<file path="config.mk">
export PLATFORM = sky130hd
export DESIGN_NAME = maze_actor_mover
export DESIGN_NICKNAME = d
export VERILOG_FILES = /design/src/rtl/maze_actor_mover_pkg.sv /design/src/rtl/maze_neighbour_addr.sv /design/src/rtl/maze_actor_mover.sv
export SDC_FILE = /design/constraint.sdc
export NUM_CORES = 1
export LEC_CHECK = 0
export BUFFER_PORTS_ARGS = -buffer_cell sky130_fd_sc_hd__buf_2
export CAP_MARGIN = 10
export CORE_UTILIZATION = 51
export DETAILED_ROUTE_END_ITERATION = 6
export PLACE_DENSITY = 0.78
export REMOVE_ABC_BUFFERS = 1
export SKIP_LAST_GASP = 1
export SYNTH_ARGS = -nofsm -noshare
export SYNTH_HDL_FRONTEND = slang
export SYNTH_SLANG_ARGS = --single-unit
</file>
<file path="constraint.sdc">
create_clock -name clk -period 3.75 [get_ports clk]
set_input_delay 0.75 -clock clk [delete_from_list [all_inputs] [get_ports clk]]
set_output_delay 0.75 -clock clk [all_outputs]
set_load 0.02 [all_outputs]
</file>
<file path="src/rtl/maze_actor_mover_pkg.sv">
// maze_actor_mover_pkg
// Shared types and defaults for the maze actor movement engine.
//   direction_t : 2-bit heading, UP=0 RIGHT=1 DOWN=2 LEFT=3
//   reverse()   : opposite heading (flip bit 1)
//   state_t     : movement engine FSM states
//   *_DEF       : default map geometry
package maze_actor_mover_pkg;

  typedef enum logic [1:0] {
    DIR_UP    = 2'd0,
    DIR_RIGHT = 2'd1,
    DIR_DOWN  = 2'd2,
    DIR_LEFT  = 2'd3
  } direction_t;

  typedef enum logic [2:0] {
    ST_IDLE,
    ST_TURN_RD,
    ST_TURN_WAIT,
    ST_MOVE_RD,
    ST_MOVE_WAIT,
    ST_ADVANCE,
    ST_DONE
  } state_t;

  localparam int MAP_W_TILES_DEF = 28;
  localparam int MAP_H_TILES_DEF = 36;
  localparam int MAP_STRIDE_DEF  = 32;
  localparam int TILE_SIZE_DEF   = 8;

  // Opposite headings differ only in bit 1 of the encoding.
  function automatic direction_t reverse(input direction_t d);
    return direction_t'(d ^ 2'b10);
  endfunction

endpackage

</file>
<file path="src/rtl/maze_neighbour_addr.sv">
// maze_neighbour_addr
// Combinational lookup of the tile adjacent to a pixel position.
//   x, y : pixel position (tile taken from the upper bits)
//   dir  : direction of the neighbour to look at
//   addr : map word address of the neighbour tile (tx + ty*MAP_STRIDE)
//   oob  : neighbour lies above the top row or below the bottom row;
//          the caller treats it as a wall and issues no read
// Horizontal neighbours wrap around the map width (tunnel).
module maze_neighbour_addr
  import maze_actor_mover_pkg::*;
#(
  parameter int MAP_W_TILES = MAP_W_TILES_DEF,
  parameter int MAP_H_TILES = MAP_H_TILES_DEF,
  parameter int MAP_STRIDE  = MAP_STRIDE_DEF,
  parameter int TILE_SIZE   = TILE_SIZE_DEF,
  parameter int POS_W       = 9,
  parameter int ADDR_W      = $clog2(MAP_STRIDE * MAP_H_TILES)
) (
  input  logic [POS_W-1:0]  x,
  input  logic [POS_W-1:0]  y,
  input  direction_t        dir,
  output logic [ADDR_W-1:0] addr,
  output logic              oob
);

  localparam int TS_LOG2 = $clog2(TILE_SIZE);
  localparam int T_W     = POS_W - TS_LOG2;

  logic [T_W-1:0] tx;
  logic [T_W-1:0] ty;
  logic [T_W-1:0] ntx;
  logic [T_W-1:0] nty;

  assign tx = x[POS_W-1:TS_LOG2];
  assign ty = y[POS_W-1:TS_LOG2];

  always_comb begin
    ntx = tx;
    nty = ty;
    oob = 1'b0;
    unique case (dir)
      DIR_UP: begin
        if (ty == '0) oob = 1'b1;
        else          nty = ty - 1'b1;
      end
      DIR_DOWN: begin
        if (32'(ty) + 32'd1 >= 32'(MAP_H_TILES)) oob = 1'b1;
        else                                     nty = ty + 1'b1;
      end
      DIR_LEFT: begin
        ntx = (tx == '0) ? T_W'(MAP_W_TILES - 1) : tx - 1'b1;
      end
      DIR_RIGHT: begin
        ntx = (32'(tx) + 32'd1 >= 32'(MAP_W_TILES)) ? '0 : tx + 1'b1;
      end
    endcase
    addr = ADDR_W'(ntx) + ADDR_W'(nty) * ADDR_W'(MAP_STRIDE);
  end

endmodule

</file>
<file path="src/rtl/maze_actor_mover.sv">
// maze_actor_mover
// Per-frame movement engine for N maze actors sharing one map read port.
// Each frame_stb walks every actor through up to speed[i] one-pixel steps;
// every step is: optional turn check, move check, advance.
//   clk, rst_n         : clock, asynchronous active-low reset
//   frame_stb          : starts an update pass (dropped while busy)
//   want_valid/want_dir: per-actor buffered direction requests
//   speed              : steps per frame per actor, sampled at pass start
//   load_stb/idx/x/y   : teleport an actor (honoured only when idle)
//   map_rd_en/map_addr : map read request; map_data returns next cycle
//   x_pos/y_pos/cur_dir/stopped : registered per-actor state
//   busy/pass_done/frame_overrun: pass status
module maze_actor_mover
  import maze_actor_mover_pkg::*;
#(
  parameter int N_ACTORS    = 4,
  parameter int MAP_W_TILES = MAP_W_TILES_DEF,
  parameter int MAP_H_TILES = MAP_H_TILES_DEF,
  parameter int MAP_STRIDE  = MAP_STRIDE_DEF,
  parameter int TILE_SIZE   = TILE_SIZE_DEF,
  parameter int POS_W       = 9,
  parameter int START_X     = 8,
  parameter int START_Y     = 32,
  localparam int IDX_W      = (N_ACTORS > 1) ? $clog2(N_ACTORS) : 1,
  localparam int ADDR_W     = $clog2(MAP_STRIDE * MAP_H_TILES)
) (
  input  logic                      clk,
  input  logic                      rst_n,
  input  logic                      frame_stb,
  input  logic [N_ACTORS-1:0]       want_valid,
  input  logic [2*N_ACTORS-1:0]     want_dir,
  input  logic [2*N_ACTORS-1:0]     speed,
  input  logic                      load_stb,
  input  logic [IDX_W-1:0]          load_idx,
  input  logic [POS_W-1:0]          load_x,
  input  logic [POS_W-1:0]          load_y,
  output logic                      map_rd_en,
  output logic [ADDR_W-1:0]         map_addr,
  input  logic [3:0]                map_data,
  output logic [POS_W*N_ACTORS-1:0] x_pos,
  output logic [POS_W*N_ACTORS-1:0] y_pos,
  output logic [2*N_ACTORS-1:0]     cur_dir,
  output logic [N_ACTORS-1:0]       stopped,
  output logic                      busy,
  output logic                      pass_done,
  output logic                      frame_overrun
);

  localparam int X_MAX = MAP_W_TILES * TILE_SIZE - 1;

  state_t           state_reg, state_next;
  logic [IDX_W-1:0] actor_reg, actor_next;
  logic [1:0]       step_reg, step_next;
  logic             move_ok_reg, move_ok_next;
  logic             pass_done_reg;
  logic             overrun_reg;

  // Flattened views of the per-actor registers for the selected-actor mux.
  logic [POS_W-1:0] x_arr   [N_ACTORS];
  logic [POS_W-1:0] y_arr   [N_ACTORS];
  direction_t       cur_arr [N_ACTORS];
  direction_t       nxt_arr [N_ACTORS];
  logic [1:0]       spd_arr [N_ACTORS];

  logic [POS_W-1:0] cur_x, cur_y, step_x, step_y;
  direction_t       cur_d, nxt_d, nb_dir;
  logic [1:0]       cur_spd;
  logic             aligned_x, aligned_y, axis_aligned, last_actor;
  logic [ADDR_W-1:0] nb_addr;
  logic             nb_oob;

  logic turn_accept, adv_en, pass_start, load_apply;

  assign cur_x   = x_arr[actor_reg];
  assign cur_y   = y_arr[actor_reg];
  assign cur_d   = cur_arr[actor_reg];
  assign nxt_d   = nxt_arr[actor_reg];
  assign cur_spd = spd_arr[actor_reg];

  assign aligned_x    = (cur_x & POS_W'(TILE_SIZE - 1)) == '0;
  assign aligned_y    = (cur_y & POS_W'(TILE_SIZE - 1)) == '0;
  // Bit 0 of the heading is set for RIGHT/LEFT.
  assign axis_aligned = cur_d[0] ? aligned_x : aligned_y;
  assign last_actor   = (actor_reg == IDX_W'(N_ACTORS - 1));
  assign load_apply   = (state_reg == ST_IDLE) && load_stb;

  // The turn check looks toward the buffered heading, everything else
  // looks along the current heading.
  assign nb_dir = (state_reg == ST_TURN_RD) ? nxt_d : cur_d;

  maze_neighbour_addr #(
    .MAP_W_TILES (MAP_W_TILES),
    .MAP_H_TILES (MAP_H_TILES),
    .MAP_STRIDE  (MAP_STRIDE),
    .TILE_SIZE   (TILE_SIZE),
    .POS_W       (POS_W),
    .ADDR_W      (ADDR_W)
  ) u_nb (
    .x    (cur_x),
    .y    (cur_y),
    .dir  (nb_dir),
    .addr (nb_addr),
    .oob  (nb_oob)
  );

  // One-pixel step of the selected actor; x wraps across the tunnel.
  always_comb begin
    step_x = cur_x;
    step_y = cur_y;
    unique case (cur_d)
      DIR_RIGHT: step_x = (cur_x >= POS_W'(X_MAX)) ? '0 : cur_x + 1'b1;
      DIR_LEFT:  step_x = (cur_x == '0) ? POS_W'(X_MAX) : cur_x - 1'b1;
      DIR_UP:    step_y = cur_y - 1'b1;
      DIR_DOWN:  step_y = cur_y + 1'b1;
    endcase
  end

  always_ff @(posedge clk or negedge rst_n) begin
    if (!rst_n) begin
      state_reg     <= ST_IDLE;
      actor_reg     <= '0;
      step_reg      <= '0;
      move_ok_reg   <= 1'b0;
      pass_done_reg <= 1'b0;
      overrun_reg   <= 1'b0;
    end else begin
      state_reg     <= state_next;
      actor_reg     <= actor_next;
      step_reg      <= step_next;
      move_ok_reg   <= move_ok_next;
      pass_done_reg <= (state_reg == ST_DONE);
      overrun_reg   <= frame_stb && (state_reg != ST_IDLE);
    end
  end

  always_comb begin
    state_next   = state_reg;
    actor_next   = actor_reg;
    step_next    = step_reg;
    move_ok_next = move_ok_reg;
    map_rd_en    = 1'b0;
    map_addr     = '0;
    turn_accept  = 1'b0;
    adv_en       = 1'b0;
    pass_start   = 1'b0;
    unique case (state_reg)
      ST_IDLE: begin
        if (frame_stb) begin
          pass_start = 1'b1;
          actor_next = '0;
          step_next  = '0;
          state_next = ST_TURN_RD;
        end
      end
      ST_TURN_RD: begin
        if (cur_spd == 2'd0) begin
          // Parked actor: hop to the next one without touching it.
          if (last_actor) begin
            state_next = ST_DONE;
          end else begin
            actor_next = actor_reg + 1'b1;
            step_next  = '0;
          end
        end else if (nxt_d == cur_d) begin
          state_next = ST_MOVE_RD;
        end else if (nxt_d == reverse(cur_d)) begin
          turn_accept = 1'b1;
          state_next  = ST_MOVE_RD;
        end else if (aligned_x && aligned_y && !nb_oob) begin
          map_rd_en  = 1'b1;
          map_addr   = nb_addr;
          state_next = ST_TURN_WAIT;
        end else begin
          // Mid-tile or off-map turn: keep it buffered for a later step.
          state_next = ST_MOVE_RD;
        end
      end
      ST_TURN_WAIT: begin
        if (map_data == 4'd0) turn_accept = 1'b1;
        state_next = ST_MOVE_RD;
      end
      ST_MOVE_RD: begin
        if (!axis_aligned) begin
          move_ok_next = 1'b1;
          state_next   = ST_ADVANCE;
        end else if (nb_oob) begin
          move_ok_next = 1'b0;
          state_next   = ST_ADVANCE;
        end else begin
          map_rd_en  = 1'b1;
          map_addr   = nb_addr;
          state_next = ST_MOVE_WAIT;
        end
      end
      ST_MOVE_WAIT: begin
        move_ok_next = (map_data == 4'd0);
        state_next   = ST_ADVANCE;
      end
      ST_ADVANCE: begin
        adv_en = 1'b1;
        if ({1'b0, step_reg} + 3'd1 < {1'b0, cur_spd}) begin
          step_next  = step_reg + 1'b1;
          state_next = ST_TURN_RD;
        end else if (last_actor) begin
          state_next = ST_DONE;
        end else begin
          actor_next = actor_reg + 1'b1;
          step_next  = '0;
          state_next = ST_TURN_RD;
        end
      end
      ST_DONE: begin
        state_next = ST_IDLE;
      end
      default: begin
        state_next = ST_IDLE;
      end
    endcase
  end

  genvar gi;
  generate
    for (gi = 0; gi < N_ACTORS; gi++) begin : g_actor
      logic [POS_W-1:0] x_reg;
      logic [POS_W-1:0] y_reg;
      direction_t       cur_dir_reg;
      direction_t       next_dir_reg;
      logic             stopped_reg;
      logic [1:0]       spd_reg;
      logic             sel;

      assign sel = (actor_reg == IDX_W'(gi));

      always_ff @(posedge clk or negedge rst_n) begin
        if (!rst_n) begin
          x_reg        <= POS_W'(START_X);
          y_reg        <= POS_W'(START_Y);
          cur_dir_reg  <= DIR_RIGHT;
          next_dir_reg <= DIR_RIGHT;
          stopped_reg  <= 1'b0;
          spd_reg      <= 2'd0;
        end else begin
          if (load_apply && (load_idx == IDX_W'(gi))) begin
            x_reg        <= load_x;
            y_reg        <= load_y;
            cur_dir_reg  <= DIR_RIGHT;
            next_dir_reg <= DIR_RIGHT;
            stopped_reg  <= 1'b0;
          end else begin
            if (want_valid[gi]) next_dir_reg <= direction_t'(want_dir[2*gi +: 2]);
            if (sel && turn_accept) cur_dir_reg <= next_dir_reg;
            if (sel && adv_en) begin
              if (move_ok_reg) begin
                x_reg       <= step_x;
                y_reg       <= step_y;
                stopped_reg <= 1'b0;
              end else begin
                stopped_reg <= 1'b1;
              end
            end
          end
          if (pass_start) spd_reg <= speed[2*gi +: 2];
        end
      end

      assign x_arr[gi]   = x_reg;
      assign y_arr[gi]   = y_reg;
      assign cur_arr[gi] = cur_dir_reg;
      assign nxt_arr[gi] = next_dir_reg;
      assign spd_arr[gi] = spd_reg;

      assign x_pos[POS_W*gi +: POS_W] = x_reg;
      assign y_pos[POS_W*gi +: POS_W] = y_reg;
      assign cur_dir[2*gi +: 2]       = cur_dir_reg;
      assign stopped[gi]              = stopped_reg;
    end
  endgenerate

  assign busy          = (state_reg != ST_IDLE);
  assign pass_done     = pass_done_reg;
  assign frame_overrun = overrun_reg;

endmodule

</file>
* Word level (Yosys, flattened, before mapping)
Index checks and enable logic that the tools add are counted.
** Operators by class
- Divide/modulo/power cells :: 0
- Bitwise operators :: 2
- $add $sub $neg :: 14
- Magnitude comparators :: 5
- Shift operators :: 0
- $mul :: 0
- Reduce and logical (&&, ||, !) cells :: 56
- Equality and inequality tests :: 25
- Muxes and demuxes :: 118
** Operators with widths (number)
- 2-to-1 mux 9 bit :: 24
- 2-to-1 mux 11 bit :: 6
- 2-to-1 mux 2 bit :: 30
- binary-select mux 9 bit (select 2 bit) :: 2
- one-hot mux 9 bit (2 select lines) :: 2
- nonzero test 2 bit :: 17
- greater-or-equal comparator 32 x 5 -> 1 bit (second input constant) :: 1
- greater-or-equal comparator 32 x 6 -> 1 bit (second input constant) :: 1
- 2-to-1 mux 1 bit :: 32
- zero test 9 bit :: 3
- 2-to-1 mux 6 bit :: 4
- one-hot mux 6 bit (2 select lines) :: 2
- one-hot mux 11 bit (2 select lines) :: 1
- adder 9 x 1 -> 9 bit (second input constant) :: 2
- one-hot mux 3 bit (6 select lines) :: 1
- subtractor 9 x 1 -> 9 bit (second input constant) :: 2
- == test 2 bit (second input constant) :: 8
- logical AND 1 bit :: 16
- 2-to-1 mux 3 bit :: 5
- adder 6 x 1 -> 7 bit (second input constant) :: 2
- adder 6 x 1 -> 6 bit (second input constant) :: 2
- binary-select mux 2 bit (select 2 bit) :: 3
- zero test 6 bit :: 2
- one-hot mux 2 bit (3 select lines) :: 2
- other kinds (26) :: 50
** Word-level totals
- Latch bits :: 0
- Register bits after elaboration :: 110
- Output and inout bits :: 99
- ROM bits :: 0
- Memory bits (writable) :: 0
- Memories kept :: 0
- Input port bits :: 48

* Depth between registers and ports, before layout
Gate-level depths: netlist of the first run.
- Depth after elaboration :: 15
- Mapped depth :: 18

* Hierarchy
Synthesis of the first run repeated with hierarchy kept, for this count alone.
** Unflattened totals
- Cell total of the unflattened synthesis :: 806
- Area total of the unflattened synthesis :: 7613.6 µm²
** By module, submodules not included
- maze_actor_mover :: instances 1, sequential area each 2772.7 µm², cells an instance 658, area each 6641.4 µm²
- maze_neighbour_addr :: instances 1, sequential area each 0.0 µm², cells an instance 148, area each 972.2 µm²

* Least setup slack after synthesis of the first run
No wires, ideal clock.
- Path kind :: register to output
- From :: register actor_reg[0]
- To :: output port map_addr[8]
- Buffers on the path :: 3
- Slack :: -0.610 ns
- Data required time :: 3.000 ns
- Stages on the path, launching flop included :: 16
- Data arrival time :: 3.610 ns
- Cells stage by stage :: dfrtp_1 buf_6 buf_12 mux4_2 buf_2 inv_1 ha_1 nand2_1 o311ai_1 a21oi_1 o21ai_0 o31ai_1 ha_1 and2_1 and3_1 nor3_1
** Between the ends
- Longest elaborated chain between the ends :: 15
** Ends and longest elaborated chain
- start, declared :: RTL line maze_actor_mover.sv:52 : logic [IDX_W-1:0] actor_reg, actor_next;
- start signal, assigned :: RTL line maze_actor_mover.sv:128 : actor_reg <= actor_next;
- inverter 2 -> 3 bit (implied by the code) (*)
- parallel branches: the longest is 13 deep, another holds greater-or-equal comparator 32 x 5 -> 1 bit
- one-hot mux 11 bit (2 select lines) (*) :: RTL line maze_actor_mover.sv:146 : unique case (state_reg)
- end, declared :: RTL line maze_actor_mover.sv:38 : output logic [ADDR_W-1:0] map_addr,
Mark *: on every way between the ends. The select of a mux whose other input is x is not followed.

* Final worst setup path of the first run
- From :: register actor_reg[0]
- To :: output port map_addr[10]
Same word-level chain as after synthesis.

==> reports/metrics.yaml, run 1 <==
die_h_um: 122
area_delta_synth_final_pct: 27.6
die-area_mm2: 0.0149
grt_pass1_wl_mm: 36.1
syn_inst: 759
synth_top_cells_by_count: "dfrtp_1, o21ai_0, nor2_1"
hold_viol_final: 0
grt_use_total: 0.320
die_w_um: 122
clkLatencyLatePin_ns: 0.36
seq_area_frac_synth: 0.377
grt_overflow: 0
finalCriticalPeriod_ns: 4.19
crit_type: "flip-flop to primary output"
first_iter_violations: 867
syn_area_mm2: 0.00735
critPathMostFrequentCell: "buf_6"
synth_cell_type_count: 78
wl_mm: 23.3
dr.pass1.iters: 5
hp-class: "input pin to asynchronous set/reset pin"
yosysTopAreaCell: "dfrtp_1"
slew_violations: 0
layout.nets: 1042
finalClockSkew_ns: 0.0100
endpoint_kind: "primary output"
core_mm2: 0.0140
routabilityCongestion: 0.926
crit_buf_inv: 4
fin_tns_setup_ns: -4.11
io_pins: 147
maxCapViolCount: 0
fin_crit_sh: 1.12
clock-sinks: 110
cts_tree: "yes"
postRouteAntennaNets: 0
drive_above_1_share: 0.388
layoutNonFillerInstCount: 1155
avgSynthCellArea_um2: 9.68
dp_hpwl_mm: 16.2
arrival_ns: 3.44
first_global_vias: 6882
critPathMaxStageDelay_ns: 0.54
portBuffers: 146
required_ns: 3.00
multi_input_area_mm2: 0.00434
cts_buffer_depth: 2
viasPerCell: 6.26
grt_setup_unrepaired: "yes"
vias: 7225
n_antenna_cell: 0
cp_max_fo: 7
seq_area_mm2: 0.00277
drc: 0
fin_ws_ns: -0.440
synth_top_area_frac: 0.320
synth_ff_type: "dfrtp_1"
n_fill_cell: 1131
violations: "negative setup slack"
path_cells: "buf_6 -> buf_6 -> mux4_2 -> buf_6 -> nand4_1 -> mux2i_1 -> and3_4 -> nor2_4 -> nor2_2 -> xnor2_1 -> ha_2 -> and2_4 -> nand4_1 -> xnor2_1 -> nor2_1 -> buf_4"
yosysWarnings: 0
worst_slew_pin_slew_ns: 1.08
start_util: 0.525
worst_slew_margin_rel: 0.278
grt_max_degree: 59
cp_slowest_cell: "mux4_2"
ys_seq_elements: 110
placedCellCount: 1118
cts-htree-levels: 3
cp-start-kind: "flip-flop"
synthArstFlopShare: 1.00
wl_per_cell_um: 20.1
setup_violations: 12
numCtsBuffers: 9
synth_area_leaders: "dfrtp_1, mux4_2, a22oi_1"
yosysMostFrequentCell: "dfrtp_1"
antenna_found_initial: 0
rows: 43
clk_pin_slew_ns: 0.07
status: "complete, but fails checks"
fmax_ghz: 0.239
cp_top_family: "simple AND/OR/NAND/NOR gates"
synth_edf_count: 0
cts_root_buf: "clkbuf_16"
metal layers:
metal  global-route usage  part of all wire  vias up
met5                    0                 0        -
met4                0.127             0.030        0
met3               0.0599             0.095       53
met2                0.509              0.49      421
met1                0.432              0.39     3498
li1                     -                 -     3253
final cells by class:
cell class | count | area share
clock buffer | 11 | 0.0248
multi-input combinational | 571 | 0.463
timing repair buffer | 253 | 0.178
tap | 180 | 0.0240
clock inverter | 5 | 0.00467
sequential | 110 | 0.296
inverter | 25 | 0.0100
cell families (layout without fill, tap and decap cells):
kind of cell / after synthesis / count (layout) / share of synthesized area
AOI/OAI and AO/OA: 266 / 266 / 0.237
and+or+nand+nor: 208 / 208 / 0.144
DFF: 110 / 110 / 0.377
buffers and inverters: 78 / 294 / 0.0567
muxes: 53 / 53 / 0.118
adders and majority gates: 24 / 24 / 0.0429
xor gates and xnor gates: 20 / 20 / 0.0238
per-stage QoR:
stage	hold WS [ns]	setup slack (ns)	util	area, um^2
6_report	0.411	-0.440	0.671	9380
3_5_place_dp	0.500	-0.109	0.620	8680
5_1_grt	0.456	-0.561	0.671	9380
4_1_cts	0.429	-0.370	0.654	9150
2_1_floorplan	0.454	-1.30	-	7030
3_3_place_gp	0.487	-0.0499	0.620	8680
worst paths after layout:
| path | startpoint | to | slack [ns] | depth (start not counted) |
|---|---|---|---|---|
| setup / recovery | actor_reg[0]$_DFFE_PN0P_ | map_addr[10] | -0.44 | 16 |
| hold / removal | rst_n | g_actor[1].next_dir_reg[1]$_DFFE_PN0P_ | 0.41 | 1 |
| setup reg to reg | actor_reg[0]$_DFFE_PN0P_ | g_actor[2].y_reg[8]$_DFFE_PN0P_ | 0.06 | 17 |
| hold reg to reg | g_actor[1].spd_reg[0]$_DFFE_PN0P_ | g_actor[1].spd_reg[0]$_DFFE_PN0P_ | 0.51 | 1 |
| max in group asynchronous | rst_n | g_actor[3].next_dir_reg[0]$_DFFE_PN1P_ | 2.55 | 2 |
| min in group clk | g_actor[1].spd_reg[0]$_DFFE_PN0P_ | g_actor[1].spd_reg[0]$_DFFE_PN0P_ | 0.51 | 1 |
layout by cell type (no fill, tap or decap), types with 5 or more instances in the layout:
cell type  synthesis  layout
buf_2              9     134
buf_4              4      98
dfrtp_1           94      93
o21ai_0           70      67
a22oi_1           62      62
nor2_1            65      56
a21oi_1           53      50
nand2_1           50      49
inv_1             24      24
mux4_2            21      22
o21ai_1           15      18
ha_1              22      18
buf_6              8      18
dfstp_2           16      16
xnor2_1           14      14
mux2i_1           15      13
nor2b_1           11      11
mux2_2            11      10
a221o_1           10      10
nand3_1           10       9
clkbuf_16          0       9
nor2_2             2       8
o22ai_1            8       8
and2_1            11       8
nor3_1            11       7
nand2b_1           7       7
and3_1             9       7
a211o_1            7       7
xor2_1             6       6
a21oi_2            3       6
nor3_2             1       5
nand4_1            5       5
a22o_1             5       5
what timing repair did:
action                                  in CTS  in global routing
hold buffers                                 0                  0
pin swaps                                    6                 19
buffers inserted                            10                 12
endpoints found under the setup margin      16                 24
resized for setup                           30                 45
Power of run 1 is left out: the tool's default activity adds up to more than one toggle a clock period on the data nets, which glitch-free logic cannot reach.
==> run 2: changes to the inputs <==
Settings changed: RECOVER_POWER set to 50.
==> reports/metrics.yaml, run 2 (synthesized netlist as in run 1, its figures left out) <==
postRouteAntennaNets: 0  # unchanged
vias: 7258  # was 7,225
first_global_vias: 6882  # unchanged
numCtsBuffers: 9  # unchanged
n_antenna_cell: 0  # unchanged
portBuffers: 146  # unchanged
clkLatencyLatePin_ns: 0.37  # was 0.36 ns
cp_slowest_cell: "mux4_2"  # unchanged
finalCriticalPeriod_ns: 4.20  # was 4.19 ns
required_ns: 3.00  # about the same
arrival_ns: 3.45  # was 3.44 ns
layout.nets: 1042  # unchanged
io_pins: 147  # unchanged
cp-start-kind: "flip-flop"  # unchanged
die_h_um: 122  # unchanged
hold_viol_final: 0  # unchanged
dp_hpwl_mm: 16.2  # unchanged
top_layer: "met4"  # unchanged
clock-sinks: 110  # unchanged
first_iter_violations: 808  # was 867
wl_mm: 23.3  # about the same
critPathMaxStageDelay_ns: 0.54  # about the same
drive_above_1_share: 0.347  # was 0.388
n_fill_cell: 1150  # was 1,131
grt_pass1_wl_mm: 36.1  # unchanged
worst_slew_margin_rel: -0.835  # was 0.278
area_delta_synth_final_pct: 26.7  # was 27.6%
fin_crit_sh: 1.12  # about the same
wl_per_cell_um: 20.1  # about the same
viasPerCell: 6.28  # was 6.26
core_mm2: 0.0140  # unchanged
die_w_um: 122  # unchanged
cp_max_fo: 7  # unchanged
grt_max_degree: 59  # unchanged
hold_slack_ns: 0.512  # was 0.411 ns
slew_violations: 54  # was 0
path_cells: "buf_6 -> buf_6 -> mux4_2 -> buf_6 -> nand4_1 -> mux2i_1 -> and3_4 -> nor2_4 -> nor2_2 -> xnor2_1 -> ha_2 -> and2_4 -> nand4_1 -> xnor2_1 -> nor2_1 -> buf_4"  # unchanged
dr.pass1.iters: 5  # unchanged
met1_length_mm: 9.15  # was 9.06 mm
endpoint_kind: "primary output"  # unchanged
clk_pin_slew_ns: 0.08  # was 0.07 ns
rows: 43  # unchanged
die-area_mm2: 0.0149  # unchanged
cts_tree: "yes"  # unchanged
antenna_found_initial: 0  # unchanged
fin_ws_ns: -0.455  # was -0.440 ns
drc: 0  # unchanged
layoutNonFillerInstCount: 1155  # unchanged
placedCellCount: 1118  # unchanged
cp_top_family: "simple AND/OR/NAND/NOR gates"  # unchanged
worst_slew_pin_slew_ns: 2.75  # was 1.08 ns
crit_buf_inv: 4  # unchanged
maxCapViolCount: 1  # was 0
reg2reg_slack_ns: 0.07  # was 0.06 ns
hold_buffers: 0  # unchanged
fmax_ghz: 0.238  # was 0.239 GHz
hp-class: "flip-flop to flip-flop"  # was input pin to asynchronous set/reset pin
crit_start: "actor_reg[0]$_DFFE_PN0P_"  # unchanged
routabilityCongestion: 0.926  # unchanged
r2r_start: "actor_reg[0]$_DFFE_PN0P_"  # unchanged
cts-htree-levels: 3  # unchanged
finalClockSkew_ns: 0.00953  # was 0.0100 ns
start_util: 0.525  # unchanged
dr_wl_met3_mm: 2.01  # was 2.21 mm
layout_commonest_cell: "buf_2"  # unchanged
status: "complete, but fails checks"  # unchanged
critPathMostFrequentCell: "buf_6"  # unchanged
min_from: "g_actor[1].spd_reg[0]$_DFFE_PN0P_"
fin_tns_setup_ns: -4.31  # was -4.11 ns
cts_root_buf: "clkbuf_16"  # unchanged
setup_violations: 12  # unchanged
grt_setup_unrepaired: "yes"  # unchanged
violations: "max-capacitance violations, max-slew violations, negative setup slack"  # was negative setup slack
layout_common_cells: "buf_2, buf_4, dfrtp_1"  # unchanged
cts_buffer_depth: 2  # unchanged
grt_use_total: 0.320  # unchanged
fin_util: 0.666  # was 0.671
crit_type: "flip-flop to primary output"  # unchanged
wl_met2_mm: 11.4  # was 11.3 mm
grt_overflow: 0  # unchanged
run 2: changes by cell type in the layout (fill, tap and decap cells not counted):
cell / previous run / this run
clkbuf_4: 0 / 1
clkbuf_1: 2 / 42
buf_4: 98 / 95
buf_2: 134 / 97
buf_12: 3 / 2
run 2: path summary, 6_finish.rpt:
path,cells past startpoint,end
setup / recovery,16,map_addr[10]
max in group asynchronous,2,actor_reg[0]$_DFFE_PN0P_
hold / removal,1,g_actor[1].spd_reg[0]$_DFFE_PN0P_
hold reg to reg,1,g_actor[1].spd_reg[0]$_DFFE_PN0P_
min in group asynchronous,1,g_actor[1].next_dir_reg[1]$_DFFE_PN0P_
setup reg to reg,17,g_actor[2].y_reg[8]$_DFFE_PN0P_
run 2: worst register-to-register path: stages, from the launching register on:
cell	delay, ns
dfrtp_2	0.38
buf_6	0.12
buf_6	0.15
mux4_2	0.55
buf_4	0.16
buf_4	0.13
nor2_1	0.09
inv_1	0.09
fa_2	0.37
a21o_1	0.18
a21oi_2	0.16
o21bai_1	0.09
a21oi_2	0.17
o21bai_1	0.08
a21oi_1	0.18
xnor2_1	0.18
mux2i_2	0.34
o21ai_0	0.11
run 2: stage by stage:
| step | setup slack, ns | area, um^2 |
|---|---|---|
| floorplan | -1.30 | 7030 |
| detailed placement | -0.109 | 8680 |
| finish | -0.455 | 9310 |
| global placement | -0.0499 | 8680 |
| CTS | -0.370 | 9150 |
| global route | -0.561 | 9310 |
run 2: area by class of cell:
| type | count | area, um^2 | share of cell area |
|---|---|---|---|
| well taps | 180 | 225 | 0.0242 |
| repair buffers | 253 | 1600 | 0.172 |
| clock inverters | 5 | 43.8 | 0.00470 |
| multi-input cells | 571 | 4340 | 0.466 |
| flip-flops and latches | 110 | 2770 | 0.298 |
| inverters | 25 | 93.8 | 0.0101 |
| clock buffers | 11 | 233 | 0.0250 |
run 2: metal layers:
layer | vias to the layer above | GRT usage
met2 | 420 | 0.509
met1 | 3525 | 0.432
met3 | 53 | 0.0599
met5 | - | 0
li1 | 3260 | -
met4 | 0 | 0.127
run 2: timing repair:
item                                    in CTS  in global routing
setup buffers                               10                 12
gates resized for setup                     30                 45
pin swaps                                    6                 19
endpoints found under the setup margin      16                 24
Power of run 2 is left out for the same reason.
